## src/rtl/dac_ramp_gen_pkg.sv

```systemverilog
// Shared definitions for the DAC ramp generator: ramp mode encodings.
package dac_ramp_gen_pkg;

    typedef enum logic [1:0] {
        MODE_SAW_UP = 2'b00,
        MODE_SAW_DN = 2'b01,
        MODE_TRI    = 2'b10,
        MODE_HOLD   = 2'b11
    } ramp_mode_e;

endpackage

```

## src/rtl/dac_ramp_gen_prescaler.sv

```systemverilog
// Clock prescaler for the ramp generator: flags a step every div+1 enabled cycles.
module ramp_prescaler #(
    parameter int DIV_WIDTH = 4
) (
    input  logic                 clk_i,
    input  logic                 rst_n_i,
    input  logic                 en,
    input  logic                 clr,
    input  logic [DIV_WIDTH-1:0] div,
    output logic                 step_en
);

    logic [DIV_WIDTH-1:0] pre;
    logic                 terminal;

    // >= rather than == so that lowering div mid-count never strands the counter
    assign terminal = (pre >= div);
    assign step_en  = en & ~clr & terminal;

    always_ff @(posedge clk_i or negedge rst_n_i) begin
        if (!rst_n_i) begin
            pre <= '0;
        end else if (clr) begin
            pre <= '0;
        end else if (en) begin
            if (terminal) pre <= '0;
            else          pre <= pre + DIV_WIDTH'(1);
        end
    end

endmodule

```

## src/rtl/dac_ramp_gen.sv

```systemverilog
// Programmable ramp generator feeding the DAC code: saw-up, saw-down, triangle
// and hold modes with prescaled stepping and per-step / wrap strobes.
module dac_ramp_gen
    import dac_ramp_gen_pkg::*;
#(
    parameter int CNT_WIDTH = 3,
    parameter int DIV_WIDTH = 4
) (
    input  logic                 clk_i,
    input  logic                 rst_n_i,
    input  logic                 en_i,
    input  logic                 clr_i,
    input  logic [1:0]           mode_i,
    input  logic [DIV_WIDTH-1:0] div_i,
    input  logic [CNT_WIDTH-1:0] max_i,
    output logic [CNT_WIDTH-1:0] cnt_o,
    output logic                 dir_o,
    output logic                 step_o,
    output logic                 wrap_o
);

    localparam logic [CNT_WIDTH-1:0] ONE = CNT_WIDTH'(1);

    logic                 step_en;
    logic                 presc_en;
    logic [CNT_WIDTH+1:0] nxt;

    // Next ramp state packed as {wrap, dir, cnt}
    function automatic logic [CNT_WIDTH+1:0] ramp_next(
        input ramp_mode_e           mode,
        input logic [CNT_WIDTH-1:0] cnt,
        input logic [CNT_WIDTH-1:0] top,
        input logic                 dir
    );
        logic [CNT_WIDTH-1:0] c;
        logic                 d;
        logic                 w;
        c = cnt;
        d = dir;
        w = 1'b0;
        case (mode)
            MODE_SAW_UP: begin
                d = 1'b1;
                if (cnt >= top) begin c = '0; w = 1'b1; end
                else            c = cnt + ONE;
            end
            MODE_SAW_DN: begin
                d = 1'b0;
                if (cnt == '0)     begin c = top; w = 1'b1; end
                else if (cnt > top) c = top;
                else                c = cnt - ONE;
            end
            MODE_TRI: begin
                if (dir) begin
                    if (cnt >= top) begin
                        d = 1'b0;
                        c = (top == '0) ? '0 : top - ONE;
                        w = 1'b1;
                    end else begin
                        c = cnt + ONE;
                    end
                end else begin
                    if (cnt == '0) begin
                        d = 1'b1;
                        c = (top == '0) ? '0 : ONE;
                        w = 1'b1;
                    end else if (cnt > top) begin
                        c = top;
                    end else begin
                        c = cnt - ONE;
                    end
                end
            end
            default: begin
                c = cnt;
                d = dir;
            end
        endcase
        return {w, d, c};
    endfunction

    assign presc_en = en_i & (ramp_mode_e'(mode_i) != MODE_HOLD);

    ramp_prescaler #(
        .DIV_WIDTH(DIV_WIDTH)
    ) u_prescaler (
        .clk_i   (clk_i),
        .rst_n_i (rst_n_i),
        .en      (presc_en),
        .clr     (clr_i),
        .div     (div_i),
        .step_en (step_en)
    );

    assign nxt = ramp_next(ramp_mode_e'(mode_i), cnt_o, max_i, dir_o);

    always_ff @(posedge clk_i or negedge rst_n_i) begin
        if (!rst_n_i) begin
            cnt_o  <= '0;
            dir_o  <= 1'b1;
            step_o <= 1'b0;
            wrap_o <= 1'b0;
        end else if (clr_i) begin
            cnt_o  <= '0;
            dir_o  <= 1'b1;
            step_o <= 1'b0;
            wrap_o <= 1'b0;
        end else begin
            step_o <= step_en;
            wrap_o <= step_en & nxt[CNT_WIDTH+1];
            if (step_en) begin
                cnt_o <= nxt[CNT_WIDTH-1:0];
                dir_o <= nxt[CNT_WIDTH];
            end
        end
    end

endmodule

```

## config.mk

```make
export PLATFORM = sky130hd
export DESIGN_NAME = dac_ramp_gen
export DESIGN_NICKNAME = d
export VERILOG_FILES = /design/src/rtl/dac_ramp_gen_pkg.sv /design/src/rtl/dac_ramp_gen_prescaler.sv /design/src/rtl/dac_ramp_gen.sv
export SDC_FILE = /design/constraint.sdc
export NUM_CORES = 1
export LEC_CHECK = 0
export ABC_AREA = 1
export BUFFER_PORTS_ARGS = -buffer_cell sky130_fd_sc_hd__buf_2
export CAP_MARGIN = 5
export CORE_ASPECT_RATIO = 1.5
export CORE_UTILIZATION = 35
export CTS_BUF_LIST = sky130_fd_sc_hd__clkbuf_16
export DETAILED_ROUTE_END_ITERATION = 10
export HOLD_SLACK_MARGIN = 0.02
export SLEW_MARGIN = 10
export SYNTH_ARGS = -nofsm -noshare
export SYNTH_HDL_FRONTEND = slang
export SYNTH_SLANG_ARGS = --single-unit
```

## constraint.sdc

```tcl
create_clock -name clk_i -period 1.9 [get_ports clk_i]
set_input_delay 0.38 -clock clk_i [delete_from_list [all_inputs] [get_ports clk_i]]
set_output_delay 0.38 -clock clk_i [all_outputs]
set_load 0.005 [all_outputs]
```

Yosys cells after proc, flatten, opt, wreduce, memory -nomap -nowiden
Index checks and enable logic that the tools add are counted.
{"block": "word_totals", "input_bits": 13, "ff_bits": 10}
{"block": "classes", "addsub": 4, "n_bitwise": 5, "n_reduce_logical": 7, "magnitude_cmp": 3, "eq_ne": 3, "mux": 25}
{"op": "$mux 3", "n": 9}
{"op": "$mux 4", "n": 3}
{"op": "$mux 1", "n": 10}
{"op": "$pmux 3 s3", "n": 1}
{"op": "$logic_not 3->1", "n": 2}
{"op": "$pmux 1 s3", "n": 2}
{"op": "$sub 3x1->3 const B", "n": 2}
{"op": "$add 4x1->4 const B", "n": 1}
{"op": "$and 1x1->1", "n": 4}
{"op": "$ge 4x4->1", "n": 1}
{"op": "$reduce_bool 2->1", "n": 2}
{"op": "$reduce_bool 4->1", "n": 1}
{"op": "$add 3x1->3 const B", "n": 1}
{"op": "$ge 3x3->1", "n": 1}
{"op": "$gt 3x3->1", "n": 1}
{"op": "$eq 2x1->1 const B", "n": 1}
{"op": "$eq 2x2->1 const B", "n": 1}
{"op": "$logic_not 2->1", "n": 1}
{"op": "$ne 2x2->1 const B", "n": 1}
{"op": "$reduce_and 2->1", "n": 1}
{"op": "$not 1->1", "n": 1}

Longest topological paths before layout
{"block": "logic_depth", "ltp_word": 7, "depth_mapped": 14}

By module
A second synthesis with hierarchy kept.
{"block": "unflattened", "cells_unflattened": 170, "hier_area_um2": 1177.4}
{"mod": "dac_ramp_gen", "seq_area_each_um2": 151.4, "cells_per_inst": 122, "n_inst": 1, "area_each_um2": 834.6}
{"mod": "ramp_prescaler", "seq_area_each_um2": 100.1, "cells_per_inst": 48, "n_inst": 1, "area_each_um2": 342.8}

Worst setup path before layout
Ideal clock, no wire load.
{"block": "synth_timing", "path_kind": "register -> register", "start": "reg cnt_o[2]", "end": "reg cnt_o[0]", "path_slack_ns": 0.205, "stages_incl_launch_ff": 12, "required_ns": 1.784, "t_arrival_ns": 1.579, "path_buffers": 0, "synth_period_minus_slack_ns": 1.695, "cell_sequence": "dfrtp_1 > ha_1 > a21oi_4 > nand3_2 > nand2_1 > nand3_1 > nand2_1 > clkinv_1 > nand2_1 > nand2_1 > nand2_1 > nand2_1"}
{"block": "synth_via", "elab_chain_cells": 7}
{"item": "from (decl)", "line": "dac_ramp_gen.sv:16", "source": "output logic [CNT_WIDTH-1:0] cnt_o,"}
{"item": "from (signal assigned)", "line": "dac_ramp_gen.sv:112", "source": "cnt_o <= nxt[CNT_WIDTH-1:0];"}
{"item": "$gt 3x3->1", "line": "dac_ramp_gen.sv:50, dac_ramp_gen.sv:67"}
{"item": "$mux 3", "line": "dac_ramp_gen.sv:50, dac_ramp_gen.sv:67"}
{"item": "$mux 3", "line": "dac_ramp_gen.sv:63", "source": "if (cnt == '0) begin"}
{"item": "$mux 3", "line": "dac_ramp_gen.sv:54", "source": "if (dir) begin"}
{"item": "$pmux 3 s3 *", "line": "dac_ramp_gen.sv:41", "source": "case (mode)"}
{"item": "$mux 3 *", "line": "dac_ramp_gen.sv:111", "source": "if (step_en) begin"}
{"item": "$mux 3 *", "line": "dac_ramp_gen.sv:103", "source": "end else if (clr_i) begin"}
Mark *: on every way between the ends. The rest lies on a longest branch, timed or not. The select of a mux whose other input is x is not followed.
A chain may end at the register's enable or synchronous reset.

Worst setup path after layout
Same ends and word-level chain as after synthesis.

==> impl_metrics.env <==
export IMPL_path_buf_inv=1
export IMPL_critPathArrivalTime_ns=1.90
export IMPL_viasPerCell=4.90
export IMPL_die_y_um=69.9
export IMPL_p_leak_nw=0.763
export IMPL_clk_pin_slew_ns=0.04
export IMPL_synth_nets=185
export IMPL_holdWs_ns=0.497
export IMPL_start_kind="flop"
export IMPL_drive_above_1_share_pct=19.1
export IMPL_synth_area_um2=1080
export IMPL_clk_insertion_delay_late_ns=0.23
export IMPL_numPortBuffers=18
export IMPL_cts_tree="done"
export IMPL_wl_per_cell_um=11.7
export IMPL_clock_sinks=10
export IMPL_numCtsBuffers=3
export IMPL_placed_area_um2=1250
export IMPL_io_pins=19
export IMPL_tns_ns=0
export IMPL_fin_crit_ns=1.78
export IMPL_drtPass1Iterations=4
export IMPL_drtIter0Drc=22
export IMPL_start_util_pct=36.9
export IMPL_ys_warnings_count=0
export IMPL_setup_violations=0
export IMPL_power_density_nw_per_um2=558
export IMPL_cts_max_level=1
export IMPL_clk_path_buf_depth=2
export IMPL_critical_path_top_delay_family="simple AND/OR/NAND/NOR gates"
export IMPL_drtAntennaViolNets=0
export IMPL_cp_cell_sequence="ha_1 -> a21oi_4 -> nand3_2 -> nand2_1 -> nand3_1 -> nand2_1 -> clkinv_1 -> nand2_1 -> nand2_1 -> nand2_1 -> nand2_1"
export IMPL_gr_total_overflow=0
export IMPL_skew_ns=0.00106
export IMPL_drc=0
export IMPL_cp_required_ns=2.02
export IMPL_nNetsFinal=214
export IMPL_design_area_um2=1340
export IMPL_gp_congestion=0.948
export IMPL_ir_drop_mv=0.393
export IMPL_dieArea_um2=3300
export IMPL_die_w_um=47.3
export IMPL_antenna_cells=0
export IMPL_core_area_um2=2910
export IMPL_route_vias_total=1087
export IMPL_syn_avg_cell_area_um2=6.94
export IMPL_drv_cap=0
export IMPL_outcome="completed"
export IMPL_grt_max_degree=11
export IMPL_crit_slowest_cell="dfrtp_1"
export IMPL_rsz0062_at_grt="no"
export IMPL_grt_pass1_wl_mm=4.48
export IMPL_cts_resized=0
export IMPL_synthCells=155
export IMPL_min_path_type="primary input to flop"
export IMPL_slew_headroom_pct=82.5
export IMPL_critPathMaxStageDelay_ns=0.41
export IMPL_cts_root_buf="clkbuf_16"
export IMPL_synth_seq_area_share_pct=23.4
export IMPL_antenna_found_initial=0
export IMPL_critical_path_peak_fanout=7
export IMPL_grt_pass1_vias=1133
export IMPL_crit_top_cell="nand2_1"
export IMPL_end_kind="flop"
export IMPL_hold_violations=0
export IMPL_fin_crit_sh_pct=93.5
export IMPL_hpwl_mm=2.17
export IMPL_fin_util_pct=46.0
export IMPL_max_freq_ghz=0.563
export IMPL_wl_mm=2.60
export IMPL_slew_viol_final=0
export IMPL_syn2layout_area_growth_pct=24.7
export IMPL_yosysUniqueCellTypes=24
export IMPL_num_rows=24
export IMPL_grtUsageTotal_pct=18.0
export IMPL_worstMarginPinSlew_ns=0.262
export IMPL_synth_seq_cells=10
export IMPL_path_class="flop to flop"
sequential cells by signal, summed over array words and instances, names as in the netlist:
name,flops
u_prescaler.pre,4
dir_o,1
cnt_o,3
wrap_o,1
step_o,1
routing by layer:
layer,vias to the layer above,GRT usage (%),part of all wire (%)
met5,-,0,0
met4,0,9.21,3.5
met3,12,2.58,3.3
met2,32,33.3,54
met1,487,17.4,39
li1,556,-,-
through the flow:
step / power (mW) / cells / worst slack, ns
after global placement: 0.384 / 217 / 0.0480
after global routing: 0.797 / 222 / 0.0163
after CTS: 0.755 / 222 / 0.115
after detailed placement: 0.387 / 217 / -0.0327
final: 0.749 / 222 / 0.123
after floorplan: 0.333 / 155 / 0.205
cells in the mapped netlist:
library cell,instances,area [µm²]
a21oi_1,4,20.0
o21bai_1,1,7.51
ha_1,17,213
xnor2_1,3,26.3
nand4_1,4,25.0
inv_2,1,3.75
nor2_1,11,41.3
nand3_2,3,30.0
a211oi_1,1,7.51
dfstp_2,1,26.3
clkinv_1,1,3.75
nand2_2,2,12.5
inv_1,26,97.6
nand2_1,36,135
nand3_1,20,100
a31oi_1,1,6.26
or2_1,1,6.26
a21oi_4,1,16.3
nor3_1,1,5.00
nor2_4,1,11.3
xor2_1,1,8.76
dfrtp_1,9,225
o211ai_1,1,7.51
o21ai_0,8,40.0
placed cells by master (no fill, tap or decap), types with 2 or more instances in the layout:
cell type,count
nand2_1,36
inv_1,27
nand3_1,20
buf_2,18
ha_1,17
nor2_1,11
dfrtp_1,9
o21ai_0,8
buf_4,5
a21oi_1,4
nand4_1,4
nand3_2,3
xnor2_1,3
clkbuf_16,3
nand2_2,2
path summary, 6_finish.rpt:
check | from | to | slack, ns | depth (start not counted)
max in group asynchronous | rst_n_i | dir_o | 1.12 | 2
worst max register to register | cnt_o[2] | cnt_o[0] | 0.12 | 11
min in group asynchronous | rst_n_i | wrap_o | 0.54 | 2
worst min-delay path | clr_i | cnt_o[0] | 0.50 | 4
worst max-delay path | cnt_o[2] | cnt_o[0] | 0.12 | 11
worst min register to register | cnt_o[0] | cnt_o[0] | 0.54 | 2
report_power, final:
group / leakage, nW / switching [mW] / internal [mW]
logic: 0.586 / 0.0956 / 0.0627
clock network: 0.0423 / 0.0888 / 0.275
registers: 0.135 / 0.00730 / 0.220
worst min-delay path, delay by kind of cell:
kind / cells / cell delay (ns)
buf+inv: 1 / 0.11
simple gates: 3 / 0.20
cell type report:
class / instances / area (µm²)
Clock buffer: 3 / 75.1
Fill cell: 329 / 1570
Timing Repair Buffer: 24 / 138
Clock inverter: 1 / 3.75
Inverter: 28 / 105
Multi-Input combinational cell: 117 / 719
Tap cell: 39 / 48.8
Sequential cell: 10 / 251
cells by family (layout without fill, tap and decap cells):
logic type / Yosys count / in the layout / synth area share, %
xor+xnor: 4 / 4 / 3.26
compound gates: 17 / 17 / 9.77
simple gates: 79 / 79 / 34.1
fa+ha+maj: 17 / 17 / 19.8
buf+inv: 28 / 56 / 9.77
flops: 10 / 10 / 23.4
timing repair:
action | CTS | global route
hold buffers | 1 | 0
setup buffers | 0 | 0
hold endpoints to repair | 9 | 0
(Power assumes the default switching activity.)
